### config.mk
export PLATFORM = sky130hd
export DESIGN_NAME = ps2_direction_decoder
export DESIGN_NICKNAME = d
export VERILOG_FILES = /design/src/rtl/ps2_direction_decoder.sv
export SDC_FILE = /design/constraint.sdc
export NUM_CORES = 1
export LEC_CHECK = 0
export BUFFER_PORTS_ARGS = -buffer_cell sky130_fd_sc_hd__buf_4
export CELL_PAD_IN_SITES_DETAIL_PLACEMENT = 0
export CELL_PAD_IN_SITES_GLOBAL_PLACEMENT = 1
export CORE_MARGIN = 2
export CORE_UTILIZATION = 40
export DETAILED_ROUTE_END_ITERATION = 7
export GPL_TIMING_DRIVEN = 0
export PLACE_DENSITY_LB_ADDON = 0.1
export SLEW_MARGIN = 40
export SYNTH_ARGS = -nofsm -noshare
export SYNTH_HDL_FRONTEND = slang
export SYNTH_SLANG_ARGS = --single-unit
### constraint.sdc
create_clock -name clock -period 3.3 [get_ports clock]
set_clock_uncertainty 0.1 [all_clocks]
set_input_delay 0.165 -clock clock [delete_from_list [all_inputs] [get_ports clock]]
set_output_delay 0.165 -clock clock [all_outputs]
set_load 0.02 [all_outputs]
### src/rtl/ps2_direction_decoder.sv
// rtl/ps2_direction_decoder.sv - PS/2 keyboard receiver decoding WASD/arrow keys into two player directions.
// Optional odd-parity enforcement is enabled by defining PS2_PARITY_CHECK_EN.
`timescale 1ns/1ps

package ps2_direction_decoder_pkg;
  typedef enum logic [1:0] {
    DIR_UP    = 2'd0,
    DIR_DOWN  = 2'd1,
    DIR_LEFT  = 2'd2,
    DIR_RIGHT = 2'd3
  } dir_t;
endpackage

module ps2_direction_decoder
  import ps2_direction_decoder_pkg::*;
#(
  parameter int TIMEOUT_CYCLES = 50000
) (
  input  logic       clock,
  input  logic       reset_n,
  input  logic       ps2_clk,
  input  logic       ps2_data,
  output dir_t       d1,
  output dir_t       d2,
  output logic       game_reset,
  output logic       byte_valid,
  output logic [7:0] byte_data,
  output logic       frame_error
);

  localparam int CW = $clog2(TIMEOUT_CYCLES + 1);

  typedef enum logic [1:0] {ST_IDLE, ST_DATA, ST_PARITY, ST_STOP} state_t;

  logic [1:0]    clk_sync_q, data_sync_q;
  logic          clk_prev_q;
  state_t        state_q, state_d;
  logic [7:0]    shift_q, shift_d;
  logic [2:0]    bit_cnt_q, bit_cnt_d;
  logic          parity_q, parity_d;
  logic [CW-1:0] tmo_cnt_q, tmo_cnt_d;
  logic          byte_valid_q, frame_error_q;
  logic [7:0]    byte_data_q;
  logic          ext_q, ext_d, brk_q, brk_d;
  dir_t          d1_q, d1_d, d2_q, d2_d;
  logic          game_reset_q, game_reset_d;
  logic          fall, rx_bit, parity_ok, accept, reject;

  // Synchronisers idle high so reset release never looks like a falling edge.
  always_ff @(posedge clock or negedge reset_n) begin
    if (!reset_n) begin
      clk_sync_q  <= 2'b11;
      data_sync_q <= 2'b11;
      clk_prev_q  <= 1'b1;
    end else begin
      clk_sync_q  <= {clk_sync_q[0], ps2_clk};
      data_sync_q <= {data_sync_q[0], ps2_data};
      clk_prev_q  <= clk_sync_q[1];
    end
  end

  assign fall   = clk_prev_q & ~clk_sync_q[1];
  assign rx_bit = data_sync_q[1];

`ifdef PS2_PARITY_CHECK_EN
  assign parity_ok = ^{shift_q, parity_q};
`else
  assign parity_ok = 1'b1;
`endif

  always_comb begin
    state_d   = state_q;
    shift_d   = shift_q;
    bit_cnt_d = bit_cnt_q;
    parity_d  = parity_q;
    tmo_cnt_d = tmo_cnt_q;
    accept    = 1'b0;
    reject    = 1'b0;
    if (fall) begin
      tmo_cnt_d = '0;
      case (state_q)
        ST_IDLE: begin
          if (!rx_bit) begin
            state_d   = ST_DATA;
            bit_cnt_d = 3'd0;
          end
        end
        ST_DATA: begin
          shift_d   = {rx_bit, shift_q[7:1]};
          bit_cnt_d = bit_cnt_q + 3'd1;
          if (bit_cnt_q == 3'd7) state_d = ST_PARITY;
        end
        ST_PARITY: begin
          parity_d = rx_bit;
          state_d  = ST_STOP;
        end
        default: begin
          state_d = ST_IDLE;
          if (rx_bit && parity_ok) accept = 1'b1;
          else                     reject = 1'b1;
        end
      endcase
    end else if (state_q != ST_IDLE) begin
      // An edge on the same cycle wins because this branch only runs without one.
      if (tmo_cnt_q == CW'(TIMEOUT_CYCLES - 1)) begin
        state_d   = ST_IDLE;
        tmo_cnt_d = '0;
        reject    = 1'b1;
      end else begin
        tmo_cnt_d = tmo_cnt_q + CW'(1);
      end
    end
  end

  always_ff @(posedge clock or negedge reset_n) begin
    if (!reset_n) begin
      state_q       <= ST_IDLE;
      shift_q       <= 8'h00;
      bit_cnt_q     <= 3'd0;
      parity_q      <= 1'b0;
      tmo_cnt_q     <= '0;
      byte_valid_q  <= 1'b0;
      byte_data_q   <= 8'h00;
      frame_error_q <= 1'b0;
    end else begin
      state_q       <= state_d;
      shift_q       <= shift_d;
      bit_cnt_q     <= bit_cnt_d;
      parity_q      <= parity_d;
      tmo_cnt_q     <= tmo_cnt_d;
      byte_valid_q  <= accept;
      frame_error_q <= reject;
      if (accept) byte_data_q <= shift_q;
    end
  end

  // Scan-code decode runs one cycle behind the byte pulse.
  always_comb begin
    ext_d        = ext_q;
    brk_d        = brk_q;
    d1_d         = d1_q;
    d2_d         = d2_q;
    game_reset_d = game_reset_q;
    if (byte_valid_q) begin
      case (byte_data_q)
        8'hE0: ext_d = 1'b1;
        8'hF0: brk_d = 1'b1;
        default: begin
          ext_d = 1'b0;
          brk_d = 1'b0;
          if (!ext_q) begin
            case (byte_data_q)
              8'h1D: if (!brk_q) d1_d = DIR_UP;
              8'h1B: if (!brk_q) d1_d = DIR_DOWN;
              8'h1C: if (!brk_q) d1_d = DIR_LEFT;
              8'h23: if (!brk_q) d1_d = DIR_RIGHT;
              8'h5A: game_reset_d = ~brk_q;
              default: ;
            endcase
          end else begin
            case (byte_data_q)
              8'h75: if (!brk_q) d2_d = DIR_UP;
              8'h72: if (!brk_q) d2_d = DIR_DOWN;
              8'h6B: if (!brk_q) d2_d = DIR_LEFT;
              8'h74: if (!brk_q) d2_d = DIR_RIGHT;
              default: ;
            endcase
          end
        end
      endcase
    end
  end

  always_ff @(posedge clock or negedge reset_n) begin
    if (!reset_n) begin
      ext_q        <= 1'b0;
      brk_q        <= 1'b0;
      d1_q         <= DIR_RIGHT;
      d2_q         <= DIR_LEFT;
      game_reset_q <= 1'b0;
    end else begin
      ext_q        <= ext_d;
      brk_q        <= brk_d;
      d1_q         <= d1_d;
      d2_q         <= d2_d;
      game_reset_q <= game_reset_d;
    end
  end

  assign d1          = d1_q;
  assign d2          = d2_q;
  assign game_reset  = game_reset_q;
  assign byte_valid  = byte_valid_q;
  assign byte_data   = byte_data_q;
  assign frame_error = frame_error_q;

endmodule

Word level (Yosys, flattened, before mapping)

Cells that the tools add are included.

Bits in registers: 51
Input bits: 4
Output and inout bits: 15
Logic and storage cells: 94

Add/sub/neg operators: 2
Eq/ne operators: 26
Muxes and demuxes: 27
Bitwise operators: 7
Reductions and logical operators: 17

Operators by type and width:

| operator              | number |
|---|---|
| $mux 16               | 3 |
| $eq 8x7->1 const B    | 5 |
| $eq 8x5->1 const B    | 3 |
| $mux 2                | 9 |
| $ne 2x2->1 const B    | 9 |
| $add 16x1->16 const B | 1 |
| $eq 16x16->1 const B  | 1 |
| $eq 8x8->1 const B    | 2 |
| $pmux 2 s4            | 2 |
| $reduce_and 8->1      | 2 |
| $eq 8x6->1 const B    | 1 |
| $mux 1                | 8 |
| $reduce_and 4->1      | 2 |
| $reduce_bool 2->1     | 4 |
| $reduce_bool 4->1     | 2 |
| $ne 3x3->1 const B    | 2 |
| $not 1->1             | 6 |
| $pmux 2 s3            | 1 |
| $pmux 3 s2            | 1 |
| $reduce_and 2->1      | 3 |
| $pmux 1 s2            | 2 |
| $add 3x1->3 const B   | 1 |
| $eq 3x3->1 const B    | 1 |
| $mux 3                | 1 |
| other kinds (7)       | 7 |

Depth between registers and ports, before layout

Gate-level depths: netlist of the first run.

Depth after elaboration: 4
Gate-level depth with buffers: 7
Depth with buffers taken out: 6

Worst setup path before layout of the first run

Ideal clock, no wire load.

Kind: register to register
Start: register tmo_cnt_q[0]
End: register tmo_cnt_q[11]
Library setup time: 0.082 ns
Arrival: 1.651 ns
Required time: 3.118 ns
Slack: 1.468 ns
Stages on the path, launching flop included: 6
Buffers on the path: 0
Period minus slack after synthesis: 1.832 ns
Path through: dfrtp_1 ha_1 and4_1 and4_1 or4_1 a31oi_1

Cells in the longest elaborated chain, start to end: 4
Elaborated cells on any way between the ends: 5
Classes of those cells: add/sub (1); eq/ne (1); mux (3)

RTL lines:

| what                                                 | RTL line | RTL |
|---|---|---|
| from (decl)                                          | 41       | `logic [CW-1:0] tmo_cnt_q, tmo_cnt_d;` |
| from (signal assigned)                               | 130      | `tmo_cnt_q <= tmo_cnt_d;` |
| $add 16x1->16 / $eq 16x16->1 (equally long branches) | 110, 105 |  |
| $mux 16 *                                            | 105      | `if (tmo_cnt_q == CW'(TIMEOUT_CYCLES - 1)) begin` |
| $mux 16 *                                            | 103      | `end else if (state_q != ST_IDLE) begin` |
| $mux 16 *                                            | 79       | `if (fall) begin` |

Mark *: on every way between the ends. The rest lies on a longest branch, timed or not. The select of a mux whose other input is x is not followed.
A chain may end at the register's enable or synchronous reset.

Worst setup path in the final report of the first run

Start: register tmo_cnt_q[6]
End: register state_q[0]

Cells in the longest elaborated chain, start to end: 3

RTL lines:

| what                               | RTL line | RTL |
|---|---|---|
| $eq 16x16->1                       | 105      |  |
| $reduce_bool 2->1 (no source line) | --       |  |
| $reduce_and 4->1 (no source line)  | --       |  |
| to (signal assigned)               | 126      | `state_q <= state_d;` |
| to (decl)                          | 37       | `state_t state_q, state_d;` |

Every way passes these cells.

==> metrics.md, run 1 <==
| Metric | Value |
|---|---|
| Status | finished, final reports clean |
| Largest net degree at the start of global routing | between 50 and 60 |
| WP buf/inv | 2 |
| Sequential share of the synthesized area | 0.500 |
| Setup TNS | 0 ns |
| Synth Instances | 243 |
| Count leader, synth | dfrtp_1 |
| Clock Latency Late Sink | 0.31 ns |
| Initial antenna violation count | 0 |
| Initial core utilization | 0.410 |
| Power Density | just over 600 nW/µm² |
| Cell-internal power | about 1.2 mW |
| Die ar. | between 7000 and 8000 µm² |
| DIE WIDTH | 84.2 µm |
| # nets final | 282 |
| Vias in the first global route | 1,933 |
| Mean area per synthesized cell | around 11 µm² |
| Dpl hpwl | 3830 µm |
| First-pass GRT wire length | approximately 9500 µm |
| Area Overhead vs Synth | 14.6% |
| Die extent in y | 84.2 µm |
| # port buffers | 18 |
| Syn_nets | 254 |
| Switching fraction of total power | 0.349 |
| Critical path's top delay family | simple AND/OR/NAND/NOR gates |
| Post-synth EDFFs | 0 |
| Yosys synthesis warning count | 0 |
| Leakage power figure | 1.28 nW |
| Layout cells sized above 1 | 0.221 |
| Critical path, cell by cell | clkbuf_2 > nor4b_1 > nand4_1 > o21ai_1 > buf_2 > o21ai_0 |
| DR WL/cell | 15.7 µm |
| Period utilization | 0.631 |
| Non-filler cells, final | 349 |
| Critical path arrival | 2.17 ns |
| Post-synth top cells | dfrtp_1 (43), nor2_1 (17), mux2_2 (16), nand3_1 (16), inv_1 (13) |
| Worst path slowest cell | nand4_1 |
| Flop pwr share | 0.472 |
| Final ANT Viol Nets | 0 |
| Max_slew headroom | 0.572 |
| Ports | 19 |
| Post-CTS sizing | 0 |
| VDD IR-drop max | about 300 µV |
| CTS Hold Buffers Added | 3 |
| Clock sink count | 51 |
| Core box area | 6280 µm² |
| Max incr delay on CP | 0.38 ns |
| Biggest fanout along the worst timing path | 10 |
| TritonCTS Buffers | 5 |
| GR Util All Layers | 0.165 |
| Placed cells | ~340 |
| Pin slew with the least headroom to its limit | ~0.64 ns |
| Final min period | about 2.1 ns |
| Maximum Capacitance Violations | 0 |
| Final Max Tran Viols | 0 |
| Via-to-Cell Ratio | approximately 5.6 |
| FFs w/ async S/R, synth | 1.00 |
| Postcts setup bufs | 0 |
| Comb pwr share | 0.278 |
| Psw | 0.631 mW |
| Vias | a little under 2,000 |
| CP endpoint kind | register |
| Root Buffer | clkbuf_8 |
| FP Rows | 29 |
| Fmax achieved | 480 MHz |
| Reg clk slew, reported paths | approximately 0.1 ns |
| TritonRoute pass-1 iters | 7 |
| HP Class | reg2reg |
| Worst Path Class, Setup | reg2reg |
| Post-synth top area cell | dfrtp_1 |
| Final GP Congestion | 0.865 |
| Area fraction of the dominant cell type after synthesis | 0.418 |
| Synth Register Bits | 51 |
| Final Hold Viols | 0 |
| Clk pwr share | 0.249 |
| Remaining DRCs | 0 |
| Synth unique cells | 48 |
| Total Wirelength | roughly 5500 µm |
| CTS Buffer Depth | 2 |
| Ant. Diodes | 0 |
| Final setup viols | 0 |
| Post-Syn Area | 2570 µm² |
| CTS tree | done |
| Total grt overflow | 0 |
| Top cells by area, synth | dfrtp_1 (42%), dfstp_2 (8.2%), mux2_2 (7.0%), ha_1 (3.4%), nand3_1 (3.1%) |
| Ys flop type | dfrtp_1 |
| DRT iter0 DRCs | 85 |
| Worst EP required | roughly 3.4 ns |
| Worst setup SP type | register |
| RSZ-0062 raised after global routing | false |
| H-tree Lvls | 2 |
per-stage QoR:
stage / hold slack, ns / power (mW) / utilization / setup WS, ns / area (µm²)
final: 0.252 / 1.81 / 0.470 / 1.22 / 2950
after global routing: 0.265 / 1.94 / 0.470 / 0.890 / 2950
after CTS: 0.259 / 1.83 / 0.470 / 1.21 / 2950
after detailed placement: 0.140 / 1.37 / 0.447 / 1.23 / 2810
after global placement: 0.130 / 1.37 / 0.447 / 1.10 / 2810
after floorplan: -0.231 / 1.20 / - / 1.47 / 2570
cells by family (layout without fill, tap and decap cells):
family,Yosys count,count (layout),share of synthesized area
AND/OR/NAND/NOR,90,90,0.202
adder cells (fa/ha/maj),7,7,0.0340
buffers and inverters,22,51,0.0340
flip-flops,51,51,0.500
AO/OA/AOI/OAI,46,46,0.122
multiplexers,18,18,0.0778
XOR/XNOR,9,9,0.0306
power groups by stage:
stage	combinational [mW]	clock (mW)	sequential, mW
after floorplan	0.332	0	0.864
after global placement	0.502	0	0.866
after detailed placement	0.504	0	0.867
after CTS	0.509	0.469	0.855
after global routing	0.573	0.495	0.874
final	0.504	0.451	0.854
layout by cell type (no fill, tap or decap), types with 3 or more instances in the layout:
cell and count:
nand3_1 16, clkbuf_8 5, dfstp_2 8, inv_1 13, o21ai_0 9, mux2_2 16, nand2b_1 5, xnor2_1 9
nand2_1 10, nand3b_1 4, or4_1 3, a31oi_1 9, nor2_1 17, a211oi_1 3, a2111oi_0 3, nand4_1 6
nor3_1 7, dfrtp_1 43, ha_1 7, clkbuf_1 5, a21oi_1 7, nor2b_1 5, buf_4 18, and4_1 3
dlygate4sd3_1 3
state kept, by name (all words and copies together), names as in the netlist:
signal       count
brk_q            1
ext_q            1
state_q          2
clk_prev_q       1
frame_error      1
shift_q          8
data_sync_q      2
tmo_cnt_q       16
clk_sync_q       2
byte_data        8
d2               2
d1               2
byte_valid       1
bit_cnt_q        3
game_reset       1
layout make-up:
type	instances	area, µm²
clock inverters	3	46.3
plain buffers	9	38.8
clock buffers	5	68.8
flip-flops and latches	51	1290
multi-input cells	170	1200
fillers	598	3330
repair buffers	21	165
well taps	77	96.3
inverters	13	48.8
final timing paths:
check                                         start                       to  slack, ns  cells past startpoint
setup / recovery           tmo_cnt_q[6]$_DFFE_PN0N_   state_q[0]$_DFFE_PN0P_       1.22                      6
hold / removal              clk_sync_q[0]$_DFF_PN1_  clk_sync_q[1]$_DFF_PN1_       0.25                      0
setup reg to reg           tmo_cnt_q[6]$_DFFE_PN0N_   state_q[0]$_DFFE_PN0P_       1.22                      6
hold reg to reg             clk_sync_q[0]$_DFF_PN1_  clk_sync_q[1]$_DFF_PN1_       0.25                      0
max in group asynchronous                   reset_n    frame_error$_DFF_PN0_       2.36                      2
min in group asynchronous                   reset_n        d2[0]$_DFFE_PN0P_       0.32                      2
metal layers:
metal,vias to the layer above,share of wire,GRT usage
met5,-,0,0
met4,0,0.019,0.0572
met3,9,0.044,0.0315
met2,54,0.48,0.272
met1,954,0.46,0.219
li1,951,-,-
(Power assumes the default switching activity.)
==> run 2, diff against run 1 <==
Clock period 3.3 ns to 1.9 ns, I/O delays scaled along.
==> metrics.md, run 2 (synthesized netlist as in run 1, its figures left out) <==
| Metric | Value |
|---|---|
| Max reg flops | 16 |
| Vias | around 2,000 |
| Psw | between 1 and 1.5 mW |
| Placed cell areas | 2810 µm² |
| WP buf/inv | 2 |
| Critical path arrival | ~2 ns |
| Final setup viols | 0 |
| VDD IR-drop max | 528 µV |
| Clock sink count | slightly above 50 |
| Initial core utilization | 0.410 |
| # nets final | 288 |
| Fin Hold WS | 0.247 ns |
| Worst setup SP type | register |
| HP Class | in2async |
| Worst path slowest cell | a2111oi_1 |
| Final Max Tran Viols | 0 |
| Biggest fanout along the worst timing path | 10 |
| Status | finished, final reports clean |
| Final min period | around 1.8 ns |
| Largest net degree at the start of global routing | 52 |
| # port buffers | 18 |
| CTS tree | done |
| Maximum Capacitance Violations | 0 |
| Worst Path Class, Setup | reg2reg |
| Most common cell after layout, fill and taps aside | dfrtp_1 |
| DR WL/cell | 15.9 µm |
| Tot Pwr | about 3.2 mW |
| Vias in the first global route | roughly 2,000 |
| Critical path's top delay family | compound AO/OA/AOI/OAI gates |
| Critical path, cell by cell | inv_1 > ha_1 > clkbuf_4 > a2111oi_1 > xnor2_1 > nor2_1 |
| Comb pwr share | 0.302 |
| Ports | 19 |
| Die extent in y | between 80 and 90 µm |
| FP Rows | 29 |
| Final Hold Viols | 0 |
| Power Density | 1060 nW/µm² |
| Final GP Congestion | about 0.87 |
| TritonCTS Buffers | 5 |
| Worst EP required | about 2 ns |
| DIE WIDTH | 84.2 µm |
| Via-to-Cell Ratio | roughly 5.6 |
| Total grt overflow | 0 |
| Final non-filler cell area | a little over 3000 µm² |
| CTS Buffer Depth | 2 |
| Dpl hpwl | roughly 3800 µm |
| TritonRoute pass-1 iters | 4 |
| Clk pwr share | 0.241 |
| Ant. Diodes | 0 |
| Fmax achieved | 541 MHz |
| Max incr delay on CP | 0.44 ns |
| Core box area | approximately 6300 µm² |
| RSZ-0062 raised after global routing | true |
| Remaining DRCs | 0 |
| Pin slew with the least headroom to its limit | ~0.64 ns |
| Clock Latency Late Sink | between 0.3 and 0.4 ns |
| H-tree Lvls | 2 |
| Max_slew headroom | 0.573 |
| Total Wirelength | about 5600 µm |
| Setup TNS | 0 ns |
| Root Buffer | clkbuf_8 |
| Leakage power figure | roughly 1.3 nW |
| Area Overhead vs Synth | 19.1% |
| Period utilization | 0.973 |
| First-pass GRT wire length | between 9000 and 10,000 µm |
| Switching fraction of total power | 0.349 |
| Largest reg by FF count | tmo_cnt_q |
| Final core utilization | 0.488 |
| Final ANT Viol Nets | 0 |
| CP endpoint kind | register |
| GR Util All Layers | 0.166 |
| Cell-internal power | around 2.1 mW |
| DRT iter0 DRCs | 87 |
| Reg clk slew, reported paths | 0.10 ns |
| Flop pwr share | 0.458 |
| Commonest cells after routing, fill and taps aside | dfrtp_1 (43), buf_4 (25), mux2_2 (16), nor2_1 (16), nand3_1 (15) |
| Die ar. | 7090 µm² |
| Layout cells sized above 1 | 0.284 |
| Initial antenna violation count | 0 |
run 2: cell types whose count changed in the layout (fill, tap and decap cells not counted), sizes merged:
cell and change:
buf +6
run 2: stage by stage:
stage / instances / setup slack, ns
after global placement: 338 / -0.298
final: 355 / 0.0516
after CTS: 353 / -0.0140
after global routing: 355 / -0.0721
after detailed placement: 338 / -0.171
after floorplan: 243 / 0.0676
run 2: repair_timing:
item / CTS / global route
pin swaps: 2 / 3
buffers inserted: 4 / 3
endpoints found under the setup margin: 26 / 36
resized for setup: 7 / 16
hold endpoints to repair: 45 / 0
hold buffers: 3 / 0
run 2: final cells by class:
type / count / area [µm²]
Sequential cell: 51 / 1290
Inverter: 13 / 48.8
Multi-Input combinational cell: 170 / 1260
Clock buffer: 5 / 68.8
Clock inverter: 3 / 46.3
Tap cell: 77 / 96.3
Timing Repair Buffer: 28 / 218
Fill cell: 591 / 3210
Buffer: 8 / 43.8
run 2: path summary, 6_finish.rpt:
kind / start / to / slack [ns] / cells past startpoint
max: state_q[0]$_DFFE_PN0P_ / tmo_cnt_q[10]$_DFFE_PN0N_ / 0.05 / 6
max reg2reg: state_q[0]$_DFFE_PN0P_ / tmo_cnt_q[10]$_DFFE_PN0N_ / 0.05 / 6
min in group clock: clk_sync_q[0]$_DFF_PN1_ / clk_sync_q[1]$_DFF_PN1_ / 0.25 / 0
min reg2reg: clk_sync_q[0]$_DFF_PN1_ / clk_sync_q[1]$_DFF_PN1_ / 0.25 / 0
min: reset_n / d2[0]$_DFFE_PN0P_ / 0.25 / 2
max in group asynchronous: reset_n / frame_error$_DFF_PN0_ / 1.03 / 2
run 2: power groups by stage:
stage                     Clock, mW  Combinational (mW)  Sequential (mW)
final                         0.781               0.979             1.49
after global routing          0.859                1.11             1.52
after CTS                     0.815               0.941             1.48
after detailed placement          0               0.876             1.51
after global placement            0               0.872             1.50
after floorplan                   0               0.577             1.50
run 2: routing by layer:
layer / vias to the layer above / GRT usage / wire, µm
met5: - / 0 / 0
met4: 0 / 0.0630 / 126
met3: 10 / 0.0324 / 252
met2: 59 / 0.270 / 2710
met1: 969 / 0.222 / 2550
li1: 964 / - / -
run 2: worst register-to-register path, delay by kind of cell (launching register included):
family / cells / cell delay (ns)
compound gates: 1 / 0.44
flops: 1 / 0.40
simple gates: 1 / 0.05
xor+xnor: 1 / 0.17
fa+ha+maj: 1 / 0.27
buf+inv: 2 / 0.32
